## config.mk

```make
export PLATFORM = sky130hd
export DESIGN_NAME = ccmp_sched
export DESIGN_NICKNAME = d
export VERILOG_FILES = /design/src/rtl/ccmp_sched.sv
export SDC_FILE = /design/constraint.sdc
export NUM_CORES = 1
export LEC_CHECK = 0
export CORE_MARGIN = 3
export CORE_UTILIZATION = 51
export DETAILED_ROUTE_END_ITERATION = 8
export HOLD_SLACK_MARGIN = 0.15
export PLACE_DENSITY_LB_ADDON = 0.12
export SYNTH_ARGS = -nofsm -noshare
export SYNTH_HDL_FRONTEND = slang
export SYNTH_SLANG_ARGS = --single-unit
```

## constraint.sdc

```tcl
create_clock -name macCoreClk -period 2.2 [get_ports macCoreClk]
set_input_delay 0.44 -clock macCoreClk [delete_from_list [all_inputs] [get_ports macCoreClk]]
set_output_delay 0.44 -clock macCoreClk [all_outputs]
set_load 0.005 [all_outputs]
```

## src/rtl/ccmp_sched.sv

```systemverilog
// CCMP engine scheduler: arbitrates TX/RX sessions onto one engine, tracks
// session completion, MIC status and an inactivity watchdog.
module ccmp_sched #(
  parameter int WDOG_W     = 10,
  parameter int WDOG_MAX   = 1000,
  parameter int STARVE_MAX = 3
) (
  input  logic       macCoreClk,
  input  logic       macCoreSRst,
  input  logic       txReq,
  input  logic       rxReq,
  input  logic       ccmpIsIdle,
  input  logic       activity_p,
  input  logic       micValid_p,
  input  logic       micPassed_p,
  input  logic       micFailed_p,
  input  logic       rxError_p,
  input  logic       tcTxErrorP,
  output logic       txGnt,
  output logic       rxGnt,
  output logic       initCCMP_p,
  output logic       txDone_p,
  output logic       rxDone_p,
  output logic       doneErr,
  output logic       rxMicOk,
  output logic       rxMicFail,
  output logic       wdogAbort_p,
  output logic [1:0] schedCS
);
  localparam int STARVE_W = (STARVE_MAX < 2) ? 1 : $clog2(STARVE_MAX + 1);
  localparam logic [WDOG_W-1:0]   WDOG_LIM   = WDOG_W'(WDOG_MAX);
  localparam logic [STARVE_W-1:0] STARVE_LIM = STARVE_W'(STARVE_MAX);

  typedef enum logic [1:0] {
    S_IDLE  = 2'd0,
    S_INIT  = 2'd1,
    S_RUN   = 2'd2,
    S_DRAIN = 2'd3
  } state_e;

  state_e                state_q, state_d;
  logic                  tx_gnt_q, tx_gnt_d;
  logic                  rx_gnt_q, rx_gnt_d;
  logic                  err_q, err_d;
  logic                  mic_ok_q, mic_ok_d;
  logic                  mic_fail_q, mic_fail_d;
  logic [WDOG_W-1:0]     wdog_q, wdog_d;
  logic [STARVE_W-1:0]   starve_q, starve_d;

  logic start, tx_wins, owner_err, owner_drop, wdog_expire, drain_done;

  // Request/grant handshake: txReq/rxReq are levels held by the requester for
  // the whole session; a grant is held from INIT through DRAIN and dropping
  // the owner's request while in RUN aborts the session.
  always_comb begin
    state_d    = state_q;
    tx_gnt_d   = tx_gnt_q;
    rx_gnt_d   = rx_gnt_q;
    err_d      = err_q;
    mic_ok_d   = mic_ok_q;
    mic_fail_d = mic_fail_q;
    wdog_d     = wdog_q;
    starve_d   = starve_q;

    tx_wins     = txReq && (!rxReq || (starve_q == STARVE_LIM));
    start       = (state_q == S_IDLE) && ccmpIsIdle && (txReq || rxReq);
    owner_err   = (tx_gnt_q && tcTxErrorP) || (rx_gnt_q && rxError_p);
    owner_drop  = (tx_gnt_q && !txReq) || (rx_gnt_q && !rxReq);
    wdog_expire = (state_q == S_RUN) && (wdog_q == WDOG_LIM) && !activity_p;
    drain_done  = (state_q == S_DRAIN) && ccmpIsIdle;

    case (state_q)
      S_IDLE: begin
        if (start) begin
          state_d  = S_INIT;
          tx_gnt_d = tx_wins;
          rx_gnt_d = !tx_wins;
          err_d    = 1'b0;
          wdog_d   = '0;
        end
      end
      S_INIT: state_d = S_RUN;
      S_RUN: begin
        if (activity_p) begin
          wdog_d = '0;
        end else if (!wdog_expire) begin
          wdog_d = wdog_q + WDOG_W'(1);
        end
        // Errors and aborts outrank a simultaneous micValid_p.
        err_d = owner_err || owner_drop || wdog_expire;
        if (owner_err || owner_drop || wdog_expire || micValid_p) begin
          state_d = S_DRAIN;
        end
      end
      S_DRAIN: begin
        if (ccmpIsIdle) begin
          state_d  = S_IDLE;
          tx_gnt_d = 1'b0;
          rx_gnt_d = 1'b0;
        end
      end
      default: state_d = S_IDLE;
    endcase

    if (!txReq || (start && tx_wins)) begin
      starve_d = '0;
    end else if (start && (starve_q != STARVE_LIM)) begin
      starve_d = starve_q + STARVE_W'(1);
    end

    if (start && !tx_wins) begin
      mic_ok_d   = 1'b0;
      mic_fail_d = 1'b0;
    end else if (rx_gnt_q) begin
      if (micPassed_p) mic_ok_d = 1'b1;
      if (micFailed_p) mic_fail_d = 1'b1;
    end
  end

  always_ff @(posedge macCoreClk) begin
    if (macCoreSRst) begin
      state_q    <= S_IDLE;
      tx_gnt_q   <= 1'b0;
      rx_gnt_q   <= 1'b0;
      err_q      <= 1'b0;
      mic_ok_q   <= 1'b0;
      mic_fail_q <= 1'b0;
      wdog_q     <= '0;
      starve_q   <= '0;
    end else begin
      state_q    <= state_d;
      tx_gnt_q   <= tx_gnt_d;
      rx_gnt_q   <= rx_gnt_d;
      err_q      <= err_d;
      mic_ok_q   <= mic_ok_d;
      mic_fail_q <= mic_fail_d;
      wdog_q     <= wdog_d;
      starve_q   <= starve_d;
    end
  end

  assign txGnt       = tx_gnt_q;
  assign rxGnt       = rx_gnt_q;
  assign schedCS     = state_q;
  assign initCCMP_p  = (state_q == S_INIT);
  assign rxMicOk     = mic_ok_q;
  assign rxMicFail   = mic_fail_q;
  // Pulses are masked while reset is asserted so a mid-session reset never
  // reports a completion.
  assign wdogAbort_p = wdog_expire && !macCoreSRst;
  assign txDone_p    = drain_done && tx_gnt_q && !macCoreSRst;
  assign rxDone_p    = drain_done && rx_gnt_q && !macCoreSRst;
  assign doneErr     = (txDone_p || rxDone_p) && err_q;

endmodule

```

==> out/metrics.yaml <==
die_w_um: 54.58
cts_buffers: 3
fin_skew_ps: 4.372
final_cell_area_sq_um: 1634
clockBufferDepth: 2
synth_nets: 148
period_minus_slack_ps: 2129
via_per_inst: 5.580
cts_htree_levels: 1
cp_data_required_time_ps: 1760
cp_data_arrival_time_ps: 1690
die_y_um: 54.58
grt_max_degree: 11
synthToLayoutAreaGrowth_pct: 35.76
grtUsageTotal_pct: 23.22
grt-ovfl-total: 0
setup_viol: 0
final_cell_mix: "buf_4 (23), dfxtp_1 (17), clkdlybuf4s50_1 (15)"
clock_latency_ps: 310
port_buffers: 21
met3_usage_pct: 4.360
syn-cell-area_sq_um: 1204
rsz0062_at_grt: "no"
drt_iter0_drc: 23
wire_per_inst_um: 14.97
grt_pass1_vias: 1104
path_clk_slew_ps: 110
total_power_mw: 1.227
tightest_slew_ps: 402.4
worst-path-max-fanout: 3
antenna_found_initial: 0
avgSynthCellArea_sq_um: 9.259
path_class: "register to output pin"
max_freq_ghz: 0.4698
core_area_sq_um: 2102
post-route-drc-count: 0
dpl-instance-area_sq_um: 1540
synth.distinct_cells: 43
p_per_area_nw_per_um2: 750.8
finalCritPeriodShare_pct: 96.75
place_ws_ps: -362.1
io_pins: 22
start_util_pct: 57.26
cts_tree: "built"
hp-class: "register to register"
power_leakage_nw: 0.6401
slew_viol_final: 0
totalWireLength_um: 2993
grtUsageMet1_pct: 29.40
dp_hpwl_um: 2224
clockRootBuffer: "clkbuf_4"
ir_worst_vdd_mv: 0.6319
drt-pass1-iter-count: 4
syn-instance-count: 130
dp_cells: 191
maxCapViolations: 0
seq_area_frac_synth_pct: 31.60
setup.worst_path.end_class: "output pin"
grt_pass1_wl_um: 4968
status: "finished, final reports clean"
rows: 16
worst_hold_slack_ps: 479.6
worst_setup_path_start_kind: "register"
layout_commonest_cell: "buf_4"
yosysWarnings: 0
setup_slack_ps: 71.44
drive_gt1_share_pct: 27.17
busiest_layer: "met2"
synth_seq_cells: 19
final_cells: 200
final_hold_viol_count: 0
gp_congestion: 0.8469
postCtsHoldBufs: 0
ant_nets: 0
die-area_sq_um: 2979
diodes: 0
nNetsFinal: 192
relSlewSlack_pct: 73.17
grt_util_met2_pct: 38.39
cts_sinks: 19
routed-via-count: 1116
## worst paths after layout
check | cells after the start | from | to | slack [ps]
max | 4 | wdog_q[8]$_SDFFE_PP0P_ | wdogAbort_p | 70
min | 2 | rxMicFail$_SDFFE_PP0P_ | rxMicFail$_SDFFE_PP0P_ | 480
max reg2reg | 7 | schedCS[1]$_SDFFE_PP0P_ | wdog_q[6]$_SDFFE_PP0P_ | 250
min reg2reg | 2 | rxMicFail$_SDFFE_PP0P_ | rxMicFail$_SDFFE_PP0P_ | 480
## final cells by class
| cell class | instances | area, sq um |
|---|---|---|
| clock buffers | 4 | 26.28 |
| flip-flops and latches | 19 | 382.9 |
| multi-input cells | 99 | 785.8 |
| inverters | 7 | 26.28 |
| repair buffers | 44 | 379.1 |
| fillers | 145 | 467.9 |
| well taps | 27 | 33.78 |
## logic make-up (layout without fill, tap and decap cells)
logic type               after synthesis  in the layout  synth area share, %
AO/OA/AOI/OAI                         33             33                23.39
XOR/XNOR                               7              7                5.094
flip-flops                            19             19                31.60
multiplexers                           1              1               0.8316
adder cells (fa/ha/maj)                7              7                7.276
AND/OR/NAND/NOR                       51             51                26.09
buffers and inverters                 12             55                5.717
## worst max-delay path, stage by stage (launching register included)
cell and delay (ps):
dfxtp_1 380, nand4_2 210, or4_4 580, nor2_2 110
buf_2 110
## synth_stat cells (all sizes together)
master	instances	share of area (%)
nand4	2	1.6
and4b	2	1.7
or2	1	0.52
a21bo	1	0.83
nand2	7	2.2
ha	7	7.3
a221oi	1	1.2
a32oi	1	0.73
a22o	1	0.73
o21ai	4	1.7
or3b	1	0.73
a22oi	1	0.62
dfxtp	19	32
a2111oi	4	5.0
nand4bb	2	1.9
buf	4	3.2
xnor2	7	5.1
a31oi	1	0.52
clkbuf	1	0.31
nand3	6	2.5
o21a	1	0.62
a21oi	9	3.7
a41o	1	0.83
o211a	1	0.83
nand2b	10	5.8
nor3	1	0.42
a21boi	1	0.62
o31ai	1	1.0
nor4	1	1.8
a211oi	2	1.2
mux2i	1	0.83
o221ai	1	0.73
nor2	14	4.6
or4	2	1.2
nand3b	2	1.2
inv	7	2.2
o211ai	2	2.4
## through the flow
step           TNS [ps]  util (%)
6_report              0     77.74
5_1_grt               0     77.74
4_1_cts               0     76.79
3_5_place_dp     -424.3     73.27
3_3_place_gp     -344.1     73.27
2_1_floorplan         0         -
## metal layers
| metal | up-vias | wire [um] |
|---|---|---|
| li1 | 560 | - |
| met1 | 531 | 1341 |
| met5 | - | 0 |
| met3 | 5 | 101 |
| met4 | 0 | 38 |
| met2 | 20 | 1510 |
## where the power goes
part | internal, mW | switching [mW]
clock | 0.0709 | 0.112
sequential | 0.385 | 0.0258
combinational | 0.302 | 0.332
## state kept, by name (all words and copies together), names as in the netlist
name / count
schedCS: 2
wdog_q: 10
starve_q: 2
err_q: 1
txGnt: 1
rxGnt: 1
rxMicFail: 1
rxMicOk: 1
## what timing repair did
item,4_1_cts,5_1_grt
pin swaps,5,3
setup endpoints to repair,2,2
buffers inserted,3,2
resized for setup,16,2
(Power assumes the default switching activity.)
